`src/rtl/red_pitaya_pwm_mc.sv`:
```
// red_pitaya_pwm_mc: multi-channel PWM, double-buffered config, frame sync.
// Define PWM_SIGDELTA_EN to dither the fractional duty across periods.
module red_pitaya_pwm_mc #(
  parameter int CHN  = 4,
  parameter int IW   = 8,
  parameter int FW   = 16,
  parameter int FRM  = 16,
  parameter int FULL = 156
) (
  input  logic                   clk,
  input  logic                   rstn,
  input  logic [IW-1:0]          cfg_full,
  input  logic [CHN*(IW+FW)-1:0] cfg_dat,
  input  logic                   cfg_we,
  output logic                   cfg_pend,
  output logic [CHN-1:0]         pwm_o,
  output logic                   pwm_s
);

  localparam int DW = IW + FW;
  localparam int BW = (FRM > 1) ? $clog2(FRM) : 1;
  localparam logic [BW-1:0] BLAST = BW'(FRM - 1);
  localparam logic [IW-1:0] FULL_R = IW'(FULL);
  localparam logic [IW-1:0] DMAX = '1;

  logic [IW-1:0]     vcnt_q, vcnt_d;
  logic [BW-1:0]     bcnt_q, bcnt_d;
  logic [IW-1:0]     full_q, full_d;
  logic [IW-1:0]     pfull_q, pfull_d;
  logic [CHN*DW-1:0] pdat_q, pdat_d;
  logic [CHN*DW-1:0] adat_q, adat_d;
  logic              pend_q, pend_d;
  logic [CHN*IW-1:0] duty_q, duty_d;
  logic [CHN-1:0]    pwm_q, pwm_d;
  logic              sync_q, sync_d;

  logic              pe;
  logic              fe;
  logic              apply;
  logic [CHN*DW-1:0] nxt;
  logic [IW:0]       dsum;
  logic              carry;

`ifdef PWM_SIGDELTA_EN
  logic [CHN*FW-1:0] acc_q, acc_d;
  logic [FW:0]       asum;
`else
  logic [CHN*FW-1:0] frac_all;
  logic              unused_frac;
  assign unused_frac = ^frac_all;
`endif

  // period/frame counters, pending buffer capture and frame-end apply
  always_comb begin
    pe      = (vcnt_q == full_q);
    fe      = pe && (bcnt_q == BLAST);
    apply   = fe && pend_q;
    vcnt_d  = pe ? IW'(1) : vcnt_q + IW'(1);
    bcnt_d  = pe ? bcnt_q + BW'(1) : bcnt_q;
    full_d  = full_q;
    adat_d  = adat_q;
    pfull_d = pfull_q;
    pdat_d  = pdat_q;
    pend_d  = pend_q;
    if (apply) begin
      full_d = (pfull_q < IW'(2)) ? IW'(2) : pfull_q;
      adat_d = pdat_q;
      pend_d = 1'b0;
    end
    if (cfg_we) begin
      pfull_d = cfg_full;
      pdat_d  = cfg_dat;
      pend_d  = 1'b1;
    end
    nxt    = apply ? pdat_q : adat_q;
    sync_d = (bcnt_q == BLAST) && (vcnt_q == full_q - IW'(1));
  end

  // per-channel duty for the coming period and PWM compare
  always_comb begin
    duty_d = duty_q;
    pwm_d  = '0;
    carry  = 1'b0;
    dsum   = '0;
`ifdef PWM_SIGDELTA_EN
    acc_d  = acc_q;
    asum   = '0;
`else
    frac_all = '0;
`endif
    for (int n = 0; n < CHN; n++) begin
      carry = 1'b0;
`ifdef PWM_SIGDELTA_EN
      asum = {1'b0, acc_q[n*FW +: FW]}
           + {1'b0, nxt[n*DW +: FW]};
      if (pe) begin
        acc_d[n*FW +: FW] = asum[FW-1:0];
        carry = asum[FW];
      end
`else
      frac_all[n*FW +: FW] = nxt[n*DW +: FW];
`endif
      dsum = {1'b0, nxt[n*DW+FW +: IW]}
           + {{IW{1'b0}}, carry};
      if (pe) begin
        duty_d[n*IW +: IW] = dsum[IW] ? DMAX : dsum[IW-1:0];
      end
      pwm_d[n] = (vcnt_q != '0)
              && (vcnt_q <= duty_q[n*IW +: IW]);
    end
  end

  // state registers
  always_ff @(posedge clk) begin
    if (!rstn) begin
      vcnt_q  <= '0;
      bcnt_q  <= '0;
      full_q  <= FULL_R;
      pfull_q <= '0;
      pdat_q  <= '0;
      adat_q  <= '0;
      pend_q  <= 1'b0;
      duty_q  <= '0;
      pwm_q   <= '0;
      sync_q  <= 1'b0;
`ifdef PWM_SIGDELTA_EN
      acc_q   <= '0;
`endif
    end else begin
      vcnt_q  <= vcnt_d;
      bcnt_q  <= bcnt_d;
      full_q  <= full_d;
      pfull_q <= pfull_d;
      pdat_q  <= pdat_d;
      adat_q  <= adat_d;
      pend_q  <= pend_d;
      duty_q  <= duty_d;
      pwm_q   <= pwm_d;
      sync_q  <= sync_d;
`ifdef PWM_SIGDELTA_EN
      acc_q   <= acc_d;
`endif
    end
  end

  assign pwm_o    = pwm_q;
  assign pwm_s    = sync_q;
  assign cfg_pend = pend_q;

endmodule

```
`config.mk`:
```
export PLATFORM = sky130hd
export DESIGN_NAME = red_pitaya_pwm_mc
export DESIGN_NICKNAME = d
export VERILOG_FILES = /design/src/rtl/red_pitaya_pwm_mc.sv
export SDC_FILE = /design/constraint.sdc
export NUM_CORES = 1
export LEC_CHECK = 0
export BUFFER_PORTS_ARGS = -buffer_cell sky130_fd_sc_hd__buf_4
export CAP_MARGIN = 20
export CORE_UTILIZATION = 30
export CTS_CLUSTER_SIZE = 16
export DETAILED_ROUTE_END_ITERATION = 12
export PLACE_DENSITY = 0.48
export RECOVER_POWER = 25
export REMOVE_ABC_BUFFERS = 1
export SETUP_SLACK_MARGIN = 0.15
export SLEW_MARGIN = 20
export SYNTH_ARGS = -nofsm -noshare
export SYNTH_HDL_FRONTEND = slang
export SYNTH_SLANG_ARGS = --single-unit
export TNS_END_PERCENT = 100
```
`constraint.sdc`:
```
create_clock -name clk -period 3.04 [get_ports clk]
set_clock_uncertainty 0.1 [all_clocks]
set_input_delay 0.608 -clock clk [delete_from_list [all_inputs] [get_ports clk]]
set_output_delay 0.608 -clock clk [all_outputs]
set_load 0.02 [all_outputs]
```
==> impl_metrics.py, run 1 <==
metrics = {
    "sta": {
        "finalCritPeriodShare_pct": 77.6,
        "timing.final.ws_setup_ns": 0.681,
        "period_needed_ns": 2.36,
        "slew_violations": 0,
        "hold_viol": 0,
        "max-slew-margin-rel_pct": 3.84,
        "finalSetupTns_ns": 0,
        "timing.fmax_ghz": 0.424,
        "setup_violations": 0,
        "rsz0062_at_grt": "no",
        "tightest_slew_ns": 1.44,
    },
    "pwr": {
        "swShare_pct": 23.3,
        "p_per_area_nw_per_um2": 527,
        "power_frac_clock_pct": 48.3,
        "p_leak_nw": 3.47,
        "p_comb_share_pct": 6.5,
        "seq_power_share_pct": 45.1,
        "internal_power_mw": 3.02,
        "vdd_drop_max_mv": 0.343,
        "power_switching_mw": 0.917,
        "p_total_mw": 3.94,
    },
    "clock_network": {
        "cts_buffer_depth": 2,
        "numCtsBuffers": 17,
        "cts_root_buf": "clkbuf_16",
        "clk_latency_ns": 0.42,
        "cts_tree": "built",
        "clk_pin_slew_ns": 0.06,
        "cts.repair.resized": 0,
        "htreeDepth": 4,
        "postCtsSetupRepairBufs": 0,
        "clock_sinks": 130,
        "hold_buffers": 0,
    },
    "synthesis": {
        "synth.distinct_cells": 41,
        "synth_seq_cells": 130,
        "yosysWarnings": 0,
        "synth_seq_area_share_pct": 41.4,
        "syn_area_um2": 6280,
        "synthCells": 628,
        "synth_top_area_share_pct": 41.4,
        "async_flop_share_pct": 0,
        "synth_edf_count": 0,
        "synthTopCellsByArea": "dfxtp_1, mux2i_1, nor2b_1, ha_1, o211a_1",
        "post-synth-top-area-cell": "dfxtp_1",
        "synth_ff_type": "dfxtp_1",
        "avgSynthCellArea_um2": 10.0,
    },
    "layout": {
        "diodes": 0,
        "drive_gt1_share_pct": 14.0,
        "regArea_um2": 2600,
        "fin_nets": 815,
        "area_growth_pct": 19.0,
        "utilization_pct": 36.7,
        "layout_commonest_cell": "dfxtp_1",
        "fill_cells": 2030,
        "mostFrequentLayoutCells": "dfxtp_1, mux2i_1, nor2b_1, buf_4, nand2_1",
        "multiInputGateArea_um2": 3360,
    },
    "worst_setup_path": {
        "path_cells": "xnor2_1 -> nand4_2 -> nor3_4 -> buf_12 -> mux2i_1 -> nand2_1",
        "cp_num_buf_inv": 1,
        "r2r_start": "vcnt_q[4]$_SDFF_PP0_",
        "worstPathMaxFanout": 42,
        "critPathLaunchType": "register",
        "cp-end-kind": "register",
        "slowest_stage": "dfxtp_1",
        "regToRegSetupSlack_ns": 0.68,
        "path_delay_family": "simple AND/OR/NAND/NOR gates",
        "r2r_cells": 6,
        "arrival_ns": 2.56,
        "crit_required_ns": 3.24,
        "critPathMaxStageDelay_ns": 0.62,
        "timing.rr.end": "full_q[3]$_SDFFE_PN1N_",
        "worst-setup-path-type": "register to register",
    },
    "routing": {
        "drt_iter0_markers": 217,
        "drc_errors": 0,
        "vias": 4416,
        "viasPerCell": 4.62,
        "routed_wirelength_um": 12800,
        "wire_per_inst_um": 13.4,
        "drt.antenna.violating_nets": 0,
        "first_pass_iters": 5,
    },
    "min_path": {
        "hp-start": "cfg_dat[93]",
        "whs_path_depth": 3,
        "whs_endpoint": "pdat_q[93]$_SDFFE_PN0P_",
        "min_path_type": "input port to register",
    },
    "global_route": {
        "grt_usage_pct": 13.0,
        "grt_pass1_wl_um": 22100,
        "antenna_found_initial": 0,
        "grt_pass1_vias": 4524,
        "grt.overflow.total": 0,
        "grt_max_degree": 68,
    },
    "floorplanning": {
        "die-area_um2": 21500,
        "die_h_um": 147,
        "coreArea_um2": 20400,
        "io_pins": 113,
        "num_rows": 52,
        "start_util_pct": 30.8,
        "die_w_um": 147,
    },
    "job": {
        "maxCapViolCount": 0,
    },
    "placement": {
        "finalWeightedCongestion": 0.816,
        "dp_hpwl_um": 8360,
        "portBuffers": 48,
        "post-place-ws_ns": 0.691,
    },
    "run_status": {
        "status": "completed",
    },
}
[layer usage]
layer | vias up | part of all wire, % | track usage, %
met2 | 62 | 47 | 21.3
met1 | 2062 | 48 | 15.7
met5 | - | 0 | 0
met4 | 0 | 1.9 | 6.56
met3 | 21 | 3.1 | 3.51
li1 | 2271 | - | -
[how the worst max path moves through the flow]
stage / slack (ns) / startpoint / endpoint / depth (start not counted)
2_1_floorplan: -1.44 / bcnt_q[0]$_SDFFE_PN0N_ / full_q[2]$_SDFFE_PN1N_ / 5
3_3_place_gp: 0.76 / vcnt_q[4]$_SDFF_PP0_ / full_q[7]$_SDFFE_PN1N_ / 6
3_5_place_dp: 0.69 / vcnt_q[4]$_SDFF_PP0_ / full_q[4]$_SDFFE_PN1N_ / 6
4_1_cts: 0.68 / vcnt_q[4]$_SDFF_PP0_ / full_q[4]$_SDFFE_PN1N_ / 6
5_1_grt: 0.50 / vcnt_q[4]$_SDFF_PP0_ / full_q[3]$_SDFFE_PN1N_ / 6
6_report: 0.68 / vcnt_q[4]$_SDFF_PP0_ / full_q[3]$_SDFFE_PN1N_ / 6
[synthesized netlist by cell type (all sizes together) (7+ instances only)]
| cell | n |
|---|---|
| buf | 12 |
| nor3 | 11 |
| xor2 | 10 |
| clkbuf | 23 |
| nand2 | 42 |
| nand4 | 12 |
| mux2i | 110 |
| nor2 | 18 |
| o21a | 7 |
| inv | 38 |
| nor2b | 78 |
| nand3 | 10 |
| ha | 36 |
| dfxtp | 130 |
| xnor2 | 13 |
| o211a | 33 |
[tightest hold or removal path: stages]
cell and delay (ns):
buf_4 0.08, mux2i_1 0.05, nor2b_1 0.09
[power groups by stage]
| stage | logic [mW] | clock network, mW | registers, mW |
|---|---|---|---|
| 6_report | 0.258 | 1.90 | 1.78 |
| 5_1_grt | 0.287 | 2.05 | 1.78 |
| 4_1_cts | 0.262 | 1.96 | 1.78 |
| 3_5_place_dp | 0.262 | 0 | 1.81 |
| 3_3_place_gp | 0.255 | 0 | 1.81 |
| 2_1_floorplan | 0.126 | 0 | 1.82 |
[through the flow]
stage / area, µm² / cells / hold slack, ns
after global placement: 6920 / 923 / 0.369
after detailed placement: 6920 / 923 / 0.386
final: 7480 / 955 / 0.345
after CTS: 7480 / 955 / 0.326
after floorplan: 6100 / 593 / 0.346
after global routing: 7480 / 955 / 0.332
[registers in the layout (all words and copies together) (netlist names)]
signal,flops
duty_q,32
pwm_o,4
full_q,8
pdat_q,32
bcnt_q,4
vcnt_q,8
pfull_q,8
adat_q,32
cfg_pend,1
pwm_s,1
[area by class of cell]
class                   count  share of cell area [%]
repair buffers             60                    6.33
well taps                 270                    4.52
clock inverters            14                    1.56
flip-flops and latches    130                    34.8
inverters                  38                    1.91
clock buffers              18                    5.87
multi-input cells         425                    45.0
[logic make-up after synthesis]
kind of cell             count (synthesis)  share of synthesized area (%)
AND/OR/NAND/NOR                        184                           16.0
flip-flops                             130                           41.4
multiplexers                           110                           17.5
buffers and inverters                   73                           5.12
AO/OA/AOI/OAI                           72                           9.58
adder cells (fa/ha/maj)                 36                           7.17
XOR/XNOR                                23                           3.21
(Power assumes the default switching activity.)
==> run 2, diff against run 1 <==
--- a/config.mk
+++ b/config.mk
@@ -10,7 +10,7 @@
 export CORE_UTILIZATION = 30
 export CTS_CLUSTER_SIZE = 16
 export DETAILED_ROUTE_END_ITERATION = 12
-export PLACE_DENSITY = 0.48
+export PLACE_DENSITY = 0.5
 export RECOVER_POWER = 25
 export REMOVE_ABC_BUFFERS = 1
 export SETUP_SLACK_MARGIN = 0.15
==> constraint.sdc (replaced) <==
create_clock -name clk -period 2.1 [get_ports clk]
set_clock_uncertainty 0.1 [all_clocks]
set_input_delay 0.42 -clock clk [delete_from_list [all_inputs] [get_ports clk]]
set_output_delay 0.42 -clock clk [all_outputs]
set_load 0.02 [all_outputs]
==> run 2 against run 1 <==
  * Fmax rose by 25%
  * First-iteration DRC count down 17%
  * Global-route usage fell by 0.20 points
  * Critical path depth rose by 1
  * Sequential share of layout area down 1.1 points
  * Worst hold slack worse by 0.18 ns
  * Via count up 1.7%
  * Final cell count is 1.2% higher
  * Non-clock buffer count grew 11
  * Die area stayed put
  * Critical path type unchanged
  * Critical endpoint is now adat_q[41]$_SDFF_PN0_
  * Largest cell class unchanged
==> impl_metrics.py, run 2 (synthesis results as in run 1) <==
metrics = {
    "pwr": {
        "p_per_area_nw_per_um2": 792,
        "vdd_drop_max_mv": 0.511,
        "swShare_pct": 20.7,
        "internal_power_mw": 4.86,
        "p_comb_share_pct": 6.1,
        "power_switching_mw": 1.27,
        "seq_power_share_pct": 42.0,
        "p_leak_nw": 3.61,
        "power_frac_clock_pct": 51.9,
    },
    "routing": {
        "drt.antenna.violating_nets": 0,
        "drt_iter0_markers": 181,
        "viasPerCell": 4.65,
        "vias": 4491,
        "first_pass_iters": 7,
        "wire_per_inst_um": 13.6,
        "drc_errors": 0,
        "routed_wirelength_um": 13200,
    },
    "floorplanning": {
        "io_pins": 113,
        "num_rows": 52,
        "coreArea_um2": 20400,
        "die_h_um": 147,
        "die_w_um": 147,
        "die-area_um2": 21500,
        "start_util_pct": 30.8,
    },
    "global_route": {
        "grt.overflow.total": 0,
        "grt_pass1_vias": 4490,
        "antenna_found_initial": 0,
        "grt_pass1_wl_um": 22000,
        "grt_max_degree": 66,
        "grt_usage_pct": 12.8,
    },
    "worst_setup_path": {
        "crit_required_ns": 2.30,
        "worstPathMaxFanout": 14,
        "r2r_cells": 7,
        "timing.rr.end": "adat_q[41]$_SDFF_PN0_",
        "cp-end-kind": "register",
        "arrival_ns": 2.08,
        "regToRegSetupSlack_ns": 0.22,
        "worst-setup-path-type": "register to register",
        "critPathLaunchType": "register",
        "r2r_start": "bcnt_q[0]$_SDFFE_PN0N_",
    },
    "clock_network": {
        "cts_root_buf": "clkbuf_16",
        "clock_sinks": 130,
        "clk_latency_ns": 0.41,
        "cts_tree": "built",
        "numCtsBuffers": 17,
        "cts_buffer_depth": 2,
        "clk_pin_slew_ns": 0.06,
        "htreeDepth": 4,
        "hold_buffers": 0,
    },
    "layout": {
        "fin_nets": 826,
        "diodes": 0,
        "multiInputGateArea_um2": 3420,
        "mostFrequentLayoutCells": "dfxtp_1, mux2i_1, nor2b_1, buf_4, nand2_1",
        "fin_area_um2": 7740,
        "regArea_um2": 2610,
        "reg_top3": "adat_q: 32 flops, duty_q: 32 flops, pdat_q: 32 flops",
        "area_growth_pct": 23.2,
        "fill_cells": 2039,
        "stdcell_count": 966,
        "drive_gt1_share_pct": 16.7,
        "layout_commonest_cell": "dfxtp_1",
    },
    "job": {
        "maxCapViolCount": 0,
    },
    "placement": {
        "portBuffers": 48,
        "placed_cells": 930,
        "dp_hpwl_um": 8910,
        "dpl-instance-area_um2": 7000,
        "finalWeightedCongestion": 0.748,
    },
    "sta": {
        "rsz0062_at_grt": "yes",
        "tightest_slew_ns": 0.756,
        "setup_violations": 0,
        "max-slew-margin-rel_pct": 49.6,
        "period_needed_ns": 1.88,
        "slew_violations": 0,
        "timing.fmax_ghz": 0.532,
        "hold_viol": 0,
        "finalCritPeriodShare_pct": 89.6,
    },
    "min_path": {
        "whs_path_depth": 3,
        "whs_endpoint": "pdat_q[47]$_SDFFE_PN0P_",
        "min_path_type": "input port to register",
        "hp-start": "cfg_dat[47]",
    },
    "run_status": {
        "status": "completed",
    },
}
[run 2: changes by cell type in the layout (fill, tap and decap cells not counted), moves of 2 or more]
| cell | before | now |
|---|---|---|
| clkinv_2 | 6 | 3 |
| dfxtp_1 | 130 | 125 |
| clkbuf_1 | 0 | 4 |
| dfxtp_2 | 0 | 5 |
| buf_6 | 0 | 2 |
| buf_4 | 57 | 62 |
| clkinvlp_4 | 4 | 1 |
| xnor2_2 | 0 | 6 |
| xnor2_1 | 13 | 7 |
| bufinv_16 | 1 | 5 |
| clkinv_4 | 3 | 1 |
[run 2: worst max-delay path: stages, from the launching register on]
cell and delay, ns:
dfxtp_1 0.38, ha_1 0.23, nand4_1 0.18, nor3_4 0.24
buf_4 0.16, buf_6 0.20, mux2i_1 0.20, nor2b_1 0.06
[run 2: stage by stage]
step	hold WS (ns)	util (%)	TNS, ns	worst slack [ns]	total power [mW]
2_1_floorplan	0.346	-	-145.29	-2.38	2.82
3_3_place_gp	0.371	34.4	0	0.125	3.00
3_5_place_dp	0.381	34.4	0	0.0929	3.01
4_1_cts	0.141	37.6	0	0.160	6.23
5_1_grt	0.145	38.0	0	0.127	6.39
6_report	0.161	38.0	0	0.219	6.13
[run 2: how the worst max path moves through the flow]
stage	start	end	slack [ns]	cells past startpoint
floorplan	bcnt_q[0]$_SDFFE_PN0N_	full_q[2]$_SDFFE_PN1N_	-2.38	5
global placement	full_q[3]$_SDFFE_PN1N_	duty_q[14]$_SDFFE_PN0N_	0.12	7
detailed placement	full_q[3]$_SDFFE_PN1N_	duty_q[14]$_SDFFE_PN0N_	0.09	7
CTS	vcnt_q[1]$_SDFF_PP0_	pwm_o[2]$_SDFF_PN0_	0.16	7
global route	full_q[1]$_SDFFE_PN0N_	adat_q[46]$_SDFF_PN0_	0.13	7
finish	bcnt_q[0]$_SDFFE_PN0N_	adat_q[41]$_SDFF_PN0_	0.22	7
[run 2: area by class of cell]
cell class / instances / area share (%)
Sequential cell: 130 / 33.7
Timing Repair Buffer: 71 / 7.73
Inverter: 38 / 1.84
Clock inverter: 10 / 2.34
Tap cell: 270 / 4.36
Multi-Input combinational cell: 425 / 44.1
Clock buffer: 22 / 5.87
[run 2: layer usage]
metal	global-route usage, %	vias to the layer above	share of wire [%]
li1	-	2290	-
met2	21.9	59	47
met3	3.39	21	2.9
met4	5.31	0	2.0
met1	15.1	2121	48
met5	0	-	0
[run 2: power by group through the flow]
stage,combinational [mW],sequential [mW],clock (mW)
floorplan,0.183,2.63,0
global placement,0.371,2.63,0
detailed placement,0.381,2.63,0
CTS,0.382,2.58,3.27
global route,0.415,2.58,3.39
finish,0.376,2.58,3.18
[run 2: repair_timing]
| action | CTS | global route |
|---|---|---|
| setup buffers | 0 | 3 |
| endpoints found under the setup margin | 19 | 74 |
| cloned | 0 | 1 |
| pin swaps | 0 | 2 |
| resized for setup | 2 | 15 |
==> run 3, diff against run 2 <==
--- a/config.mk
+++ b/config.mk
@@ -5,12 +5,11 @@
 export SDC_FILE = /design/constraint.sdc
 export NUM_CORES = 1
 export LEC_CHECK = 0
+export ABC_AREA = 0
 export BUFFER_PORTS_ARGS = -buffer_cell sky130_fd_sc_hd__buf_4
-export CAP_MARGIN = 20
 export CORE_UTILIZATION = 30
 export CTS_CLUSTER_SIZE = 16
 export DETAILED_ROUTE_END_ITERATION = 12
-export PLACE_DENSITY = 0.5
 export RECOVER_POWER = 25
 export REMOVE_ABC_BUFFERS = 1
 export SETUP_SLACK_MARGIN = 0.15
==> run 3 against run 2 <==
  * Cell area about the same
  * Count of clock-buffer cells in the layout decreased by 4
  * Fmax is 1.4% lower
  * Non-clock buffer count is 6 higher
  * Critical path depth stayed put
  * Total power fell by 7.4%
  * Sequential power about the same
  * Largest cell class unchanged
  * Largest power group unchanged
==> impl_metrics.py, run 3 (synthesis results as in run 1) <==
metrics = {
    "placement": {
        "finalWeightedCongestion": 0.778,
        "dp_hpwl_um": 8400,
        "portBuffers": 48,
    },
    "floorplanning": {
        "die_h_um": 147,
        "coreArea_um2": 20400,
        "num_rows": 52,
        "start_util_pct": 30.8,
        "io_pins": 113,
        "die_w_um": 147,
        "die-area_um2": 21500,
    },
    "worst_setup_path": {
        "worst-setup-path-type": "register to register",
        "critPathLaunchType": "register",
        "arrival_ns": 2.13,
        "regToRegSetupSlack_ns": 0.19,
        "crit_required_ns": 2.32,
        "cp-end-kind": "register",
        "worstPathMaxFanout": 6,
    },
    "global_route": {
        "grt-busiest-layer": "met2",
        "grt_util_met3_pct": 3.23,
        "grtUsageMet2_pct": 19.1,
        "grt_usage_pct": 12.2,
        "grt.overflow.total": 0,
        "grt_pass1_wl_um": 20800,
        "grt_pass1_vias": 4231,
        "antenna_found_initial": 0,
        "grt_max_degree": 77,
        "grt_use_met1_pct": 15.7,
    },
    "pwr": {
        "vdd_drop_max_mv": 0.551,
        "p_total_mw": 5.68,
        "p_per_area_nw_per_um2": 734,
        "p_leak_nw": 3.61,
    },
    "routing": {
        "routed_wirelength_um": 12500,
        "drc_errors": 0,
        "drt.antenna.violating_nets": 0,
        "wire_per_inst_um": 12.9,
        "viasPerCell": 4.55,
        "first_pass_iters": 4,
        "vias": 4418,
        "drt_iter0_markers": 195,
    },
    "sta": {
        "whs_ns": 0.157,
        "tightest_slew_ns": 0.918,
        "slew_violations": 0,
        "finalSetupTns_ns": 0,
        "period_needed_ns": 1.91,
        "finalCritPeriodShare_pct": 90.9,
        "setup_violations": 0,
        "hold_viol": 0,
        "timing.fmax_ghz": 0.524,
        "rsz0062_at_grt": "yes",
        "max-slew-margin-rel_pct": 38.8,
    },
    "clock_network": {
        "htreeDepth": 4,
        "clk_latency_ns": 0.42,
        "numCtsBuffers": 17,
        "clk_pin_slew_ns": 0.06,
        "hold_buffers": 0,
        "clock_sinks": 130,
        "cts_root_buf": "clkbuf_16",
        "cts_buffer_depth": 2,
        "cts_tree": "built",
    },
    "layout": {
        "mostFrequentLayoutCells": "dfxtp_1, mux2i_1, nor2b_1, buf_4, nand2_1",
        "regArea_um2": 2610,
        "diodes": 0,
        "layout_commonest_cell": "dfxtp_1",
        "multiInputGateArea_um2": 3440,
        "area_growth_pct": 23.1,
        "fin_nets": 832,
        "reg_top3": "adat_q: 32 flops, duty_q: 32 flops, pdat_q: 32 flops",
        "fill_cells": 2033,
        "drive_gt1_share_pct": 17.8,
        "utilization_pct": 38.0,
    },
    "min_path": {
        "min_path_type": "input port to register",
    },
    "job": {
        "maxCapViolCount": 0,
    },
    "run_status": {
        "status": "completed",
    },
}
## run 3: changes by cell type in the layout (fill, tap and decap cells not counted), moves of 2 or more
| cell | previous run | this run |
|---|---|---|
| inv_6 | 0 | 2 |
| bufinv_16 | 5 | 1 |
| buf_12 | 3 | 5 |
| clkinv_2 | 3 | 5 |
| buf_4 | 62 | 66 |
| xnor2_1 | 7 | 9 |
| clkbuf_1 | 4 | 2 |
| xnor2_2 | 6 | 4 |
| clkinv_4 | 1 | 3 |
## run 3: cell type report
type                            instances  area share [%]
Inverter                               38            1.84
Clock buffer                           18            5.55
Tap cell                              270            4.37
Timing Repair Buffer                   77            8.53
Sequential cell                       130            33.7
Clock inverter                         13            1.47
Multi-Input combinational cell        425            44.5
## run 3: metrics by stage
| step | setup slack (ns) | cells | cell area, µm² |
|---|---|---|---|
| 6_report | 0.192 | 971 | 7730 |
| 5_1_grt | 0.0823 | 971 | 7730 |
| 4_1_cts | 0.165 | 968 | 7630 |
| 3_5_place_dp | -0.0882 | 936 | 7070 |
| 3_3_place_gp | -0.0792 | 936 | 7070 |
| 2_1_floorplan | -2.38 | 593 | 6100 |
## run 3: worst max-delay path, stage by stage (launching register included)
cell and delay [ns]:
dfxtp_1 0.38, inv_1 0.06, ha_1 0.26, and2_1 0.18, a211o_1 0.29, a31oi_1 0.32
a2111oi_4 0.08, buf_4 0.14
## run 3: final timing paths
check             depth (start not counted)                       to               startpoint
setup / recovery                          7         pwm_s$_SDFF_PN0_   full_q[0]$_SDFFE_PN0N_
hold / removal                            3  pdat_q[88]$_SDFFE_PN0P_              cfg_dat[88]
setup reg to reg                          7         pwm_s$_SDFF_PN0_   full_q[0]$_SDFFE_PN0N_
hold reg to reg                           2   full_q[0]$_SDFFE_PN0N_  pfull_q[0]$_SDFFE_PN0P_
## run 3: layer usage
metal | wire length (µm) | share of wire (%)
met5 | 0 | 0
met4 | 170 | 1.4
met3 | 434 | 3.5
met2 | 5780 | 46
met1 | 6150 | 49
## run 3: what timing repair did
| item | in CTS | in global routing |
|---|---|---|
| endpoints found under the setup margin | 20 | 72 |
| hold endpoints to repair | 0 | 0 |
| gates resized for setup | 4 | 15 |
| pin swaps | 1 | 2 |
| buffers inserted | 1 | 2 |
| cloned | 0 | 1 |
## run 3: where the power goes
part / internal [mW] / switching [mW] / total [mW]
logic: 0.199 / 0.179 / 0.378
registers: 2.53 / 0.0457 / 2.57
clock network: 1.62 / 1.11 / 2.73
